## src/rtl/channel_write_arbiter.sv

```systemverilog
// Round-robin arbiter sharing one channel write port among NPORTS producers.
// Optional grant timeout is enabled by defining CHANNEL_ARB_TIMEOUT_EN.
module channel_write_arbiter #(
    parameter int NPORTS  = 4,
    parameter int WIDTH   = 32,
    parameter int TIMEOUT = 8,
    localparam int IW     = (NPORTS > 1) ? $clog2(NPORTS) : 1
) (
    input  logic                      clk,
    input  logic                      rst,
    input  logic [NPORTS-1:0]         req,
    input  logic [NPORTS*WIDTH-1:0]   req_in_data,
    input  logic [NPORTS-1:0]         req_write_valid,
    output logic [NPORTS-1:0]         req_write_ready,
    output logic [WIDTH-1:0]          out_in_data,
    output logic                      out_write_valid,
    input  logic                      out_write_ready,
    output logic [IW-1:0]             grant_id,
    output logic                      busy
);

    localparam logic [1:0] ST_IDLE  = 2'd0;
    localparam logic [1:0] ST_GRANT = 2'd1;
    localparam logic [1:0] ST_SEND  = 2'd2;

    logic [1:0]       state_r, state_s;
    logic [IW-1:0]    ptr_r, ptr_s;
    logic [IW-1:0]    grant_id_r, grant_id_s;
    logic [WIDTH-1:0] hold_data_r, hold_data_s;
    logic             sel_valid_s;
    logic [IW-1:0]    sel_id_s;
    logic [IW-1:0]    cand_s;
`ifdef CHANNEL_ARB_TIMEOUT_EN
    logic [7:0]       timer_r, timer_s;
`endif

    // Port index base+off, wrapped modulo NPORTS (off < NPORTS).
    function automatic logic [IW-1:0] wrap_add(input logic [IW-1:0] base, input int off);
        int t;
        t = int'(base) + off;
        return IW'((t >= NPORTS) ? t - NPORTS : t);
    endfunction

    // Port after p, wrapping to 0.
    function automatic logic [IW-1:0] next_port(input logic [IW-1:0] p);
        return wrap_add(p, 1);
    endfunction

    // First requesting port at or after ptr.
    always_comb begin
        sel_valid_s = 1'b0;
        sel_id_s    = '0;
        cand_s      = '0;
        for (int i = 0; i < NPORTS; i++) begin
            cand_s = wrap_add(ptr_r, i);
            if (!sel_valid_s && req[cand_s]) begin
                sel_valid_s = 1'b1;
                sel_id_s    = cand_s;
            end else begin
                sel_valid_s = sel_valid_s;
            end
        end
    end

    // Next-state logic for the IDLE/GRANT/SEND controller.
    always_comb begin
        state_s     = state_r;
        ptr_s       = ptr_r;
        grant_id_s  = grant_id_r;
        hold_data_s = hold_data_r;
`ifdef CHANNEL_ARB_TIMEOUT_EN
        timer_s     = timer_r;
`endif
        case (state_r)
            ST_IDLE: begin
                if (out_write_ready && sel_valid_s) begin
                    state_s    = ST_GRANT;
                    grant_id_s = sel_id_s;
`ifdef CHANNEL_ARB_TIMEOUT_EN
                    timer_s    = 8'd0;
`endif
                end else begin
                    state_s = ST_IDLE;
                end
            end
            ST_GRANT: begin
                // A write pulse wins over the request dropping or a timeout.
                if (req_write_valid[grant_id_r]) begin
                    hold_data_s = req_in_data[grant_id_r*WIDTH +: WIDTH];
                    state_s     = ST_SEND;
                end else if (!req[grant_id_r]) begin
                    ptr_s   = next_port(grant_id_r);
                    state_s = ST_IDLE;
`ifdef CHANNEL_ARB_TIMEOUT_EN
                end else if (timer_r == 8'(TIMEOUT - 1)) begin
                    ptr_s   = next_port(grant_id_r);
                    state_s = ST_IDLE;
                end else begin
                    timer_s = timer_r + 8'd1;
                end
`else
                end else begin
                    state_s = ST_GRANT;
                end
`endif
            end
            ST_SEND: begin
                if (out_write_ready) begin
                    ptr_s   = next_port(grant_id_r);
                    state_s = ST_IDLE;
                end else begin
                    state_s = ST_SEND;
                end
            end
            default: begin
                state_s = ST_IDLE;
            end
        endcase
    end

    // State and datapath registers.
    always_ff @(posedge clk or posedge rst) begin
        if (rst) begin
            state_r     <= ST_IDLE;
            ptr_r       <= '0;
            grant_id_r  <= '0;
            hold_data_r <= '0;
`ifdef CHANNEL_ARB_TIMEOUT_EN
            timer_r     <= 8'd0;
`endif
        end else begin
            state_r     <= state_s;
            ptr_r       <= ptr_s;
            grant_id_r  <= grant_id_s;
            hold_data_r <= hold_data_s;
`ifdef CHANNEL_ARB_TIMEOUT_EN
            timer_r     <= timer_s;
`endif
        end
    end

    // Output decode; out_write_ready is the only input reaching an output.
    always_comb begin
        if (state_r == ST_GRANT) begin
            req_write_ready = NPORTS'(1) << grant_id_r;
        end else begin
            req_write_ready = '0;
        end
        if (state_r == ST_SEND) begin
            out_in_data     = hold_data_r;
            out_write_valid = out_write_ready;
        end else begin
            out_in_data     = '0;
            out_write_valid = 1'b0;
        end
        grant_id = grant_id_r;
        busy     = (state_r != ST_IDLE);
    end

endmodule

```

## config.mk

```make
export PLATFORM = sky130hd
export DESIGN_NAME = channel_write_arbiter
export DESIGN_NICKNAME = d
export VERILOG_FILES = /design/src/rtl/channel_write_arbiter.sv
export SDC_FILE = /design/constraint.sdc
export NUM_CORES = 1
export LEC_CHECK = 0
export BUFFER_PORTS_ARGS = -buffer_cell sky130_fd_sc_hd__buf_2
export CORE_MARGIN = 5
export CORE_UTILIZATION = 43
export CTS_CLUSTER_SIZE = 10
export DETAILED_ROUTE_END_ITERATION = 7
export HOLD_SLACK_MARGIN = 0.15
export PLACE_DENSITY = 0.82
export SYNTH_ARGS = -nofsm -noshare
export SYNTH_HDL_FRONTEND = slang
export SYNTH_SLANG_ARGS = --single-unit
```

## constraint.sdc

```tcl
create_clock -name clk -period 1.8 [get_ports clk]
set_input_delay 0.18 -clock clk [delete_from_list [all_inputs] [get_ports clk]]
set_output_delay 0.18 -clock clk [all_outputs]
set_load 0.005 [all_outputs]
```

==> results.md <==
- Max VDD drop: 894 uV
- H-Tree Depth: 2
- Core box area: 6350 um2
- Placed inst area: 3840 um2
- Clk slew on worst S/H paths: 0.08 ns
- Max cap viols: 0
- Worst Hold Slack: 0.325 ns
- Ratio of cells with drive above 1 in the final layout: 70.1%
- Crit Reg-Reg Startpoint: grant_id[0]
- Total GRT Usage: 19.7%
- LEAKAGE: 0.00207 uW
- Top cell type's share of synthesized area: 33.9%
- DPL Wire Length: 6620 um
- Tcrit/Tclk final: 95.0%
- Die height: 90.7 um
- Synth Cell Area: 2800 um2
- Via count: 2434
- Setup violators final: 0
- DRC: 0
- Yosys warns: 0
- RR Endpoint: hold_data_r[2]
- Pwr Total: 5800 uW
- Clock root cell: clkbuf_8
- GRT overflow: 0
- Pins over their slew limit: 0
- Full die area: 8230 um2
- TritonCTS clock tree: yes
- Worst Skew: 0.00445 ns
- PwrDens: 1460 nW/um2
- IO Port Bufs: 178
- Clk Latency, worst-skew pair: 0.29 ns
- Largest net degree at the start of global routing: 39
- Post-layout min period: 1.71 ns
- Yosys reg bits: 38
- Reg2Reg Setup Slack: 0.09 ns
- Worst slew pin tran: 0.309 ns
- DP Worst Slack: 0.126 ns
- Crit path required time: 1.97 ns
- Crit path launch: grant_id[0]
- Clk buf depth: 2
- Synth area leaders: dfrtp_1 34%, mux4_2 23%, mux2_4 10%
- Post-synth top area cell: dfrtp_1
- CTS buffer count: 5
- First-pass GRT wire length: 13100 um
- Starting DRT DRC Count: 50
- Via density: 5.27
- Worst slew margin: 79.3%
- Final setup TNS: 0 ns
- Yosys cell types: 29
- Vias in the first global route: 2725
- Final Worst Setup Slack: 0.0903 ns
- Initial core utilization: 44.1%
- Routed Wire Length: 8160 um
- Final ANT Viol Nets: 0
- FP Rows: 29
- End point of the critical path: hold_data_r[2]
- Die Wd: 90.7 um
- CTS sink cnt: 38
- IO Count: 179
- Area grow syn2layout: 41.8%
- Worst hold path type: primary input to flop
- # nets final: 527
- Worst setup path class: flop to flop
- Startpoint Class: flop
- Seq/Total Area, Yosys: 33.9%
- Crit path max fanout: 17
- Hold Vio Cnt, Final: 0
- Initial antenna violation count: 0
- Antenna diodes: 0
- Most frequent cells in the layout: 178 x buf_2, 37 x and2_1, 36 x dfrtp_1, 29 x mux4_2, 19 x mux2_4
- Drt pass-1 iters: 5
- Max Fclk: 585 MHz
- Nature of the critical path endpoint: flop
- R2R cell count: 5
- Worst path arrival time: 1.88 ns
- Status: finished clean
- Avg Cell Area, Syn: 14.3 um2
- Syn Inst Count: 196
- RSZ-0062 raised after global routing: false
- GPL Wtd Cong: 0.892
- Cell area after layout: 3970 um2
- DR WL/cell: 17.7 um
- Syn_nets: 339
- Commonest non-fill, non-tap cell in the layout: buf_2
metal layers:
layer | routed length, um | global-route usage (%)
met3 | 762 | 5.92
met4 | 133 | 4.96
met2 | 4230 | 36.1
met5 | 0 | 0
met1 | 3040 | 21.9
critical path: stages (launching register included):
cell,delay (ns)
dfrtp_2,0.48
mux2i_2,0.26
nand2_1,0.12
nand3_4,0.19
buf_12,0.20
mux2_2,0.35
flip-flops by register name, indices dropped and copies added, names as in the netlist:
name / flops
state_r: 2
ptr_r: 2
grant_id: 2
hold_data_r: 32
kinds of logic after synthesis:
group           synth area share [%]
compound gates                  3.31
simple gates                    11.5
buf+inv                         4.73
fa+ha+maj                       1.79
mux                             44.7
flops                           33.9
how the worst min path moves through the flow:
stage	start	endpoint	slack, ns	cells after the start
detailed placement	rst	hold_data_r[15]	0.23	3
CTS	req_in_data[114]	hold_data_r[18]	0.32	3
finish	req_in_data[113]	hold_data_r[17]	0.32	3
floorplan	out_write_ready	state_r[1]	0.29	1
global placement	rst	hold_data_r[18]	0.23	3
global route	req_in_data[70]	hold_data_r[6]	0.33	3
repair_timing:
action,4_1_cts,5_1_grt
hold buffers,2,0
setup endpoints to repair,0,2
resized for setup,0,2
setup buffers,0,0
endpoints found under the hold margin,39,0
where the power goes:
part	internal (uW)	switching, uW
registers	1310	298
clock network	415	308
logic	2140	1330
total	3870	1930
cell usage after synthesis, drive strengths merged:
library cell and instances:
nand2 2, nand3 1, inv 7, buf 8
or2 1, a22o 2, mux4 33, nor2b 1
and2 37, a21oi 4, dfrtp 38, nor2 1
ha 4, nor4 1, nand2b 2, a221o 1
nor3b 2, a21o 1, o21ai 2, and2b 1
mux2 34, and3b 1, mux2i 4, o21bai 1
clkbuf 6, a22oi 1
stage by stage:
stage,util (%),cells
2_1_floorplan,-,196
3_3_place_gp,60.4,452
3_5_place_dp,60.4,452
4_1_cts,62.4,462
5_1_grt,62.5,462
6_report,62.5,462
layout make-up:
cell class	count	area [um2]
Fill cell	511	2380
Multi-Input combinational cell	137	1720
Timing Repair Buffer	195	1060
Sequential cell	38	953
Tap cell	77	96.3
Clock buffer	7	76.3
Clock inverter	1	30.0
Inverter	7	26.3
Power figures use the tool's default switching activity.
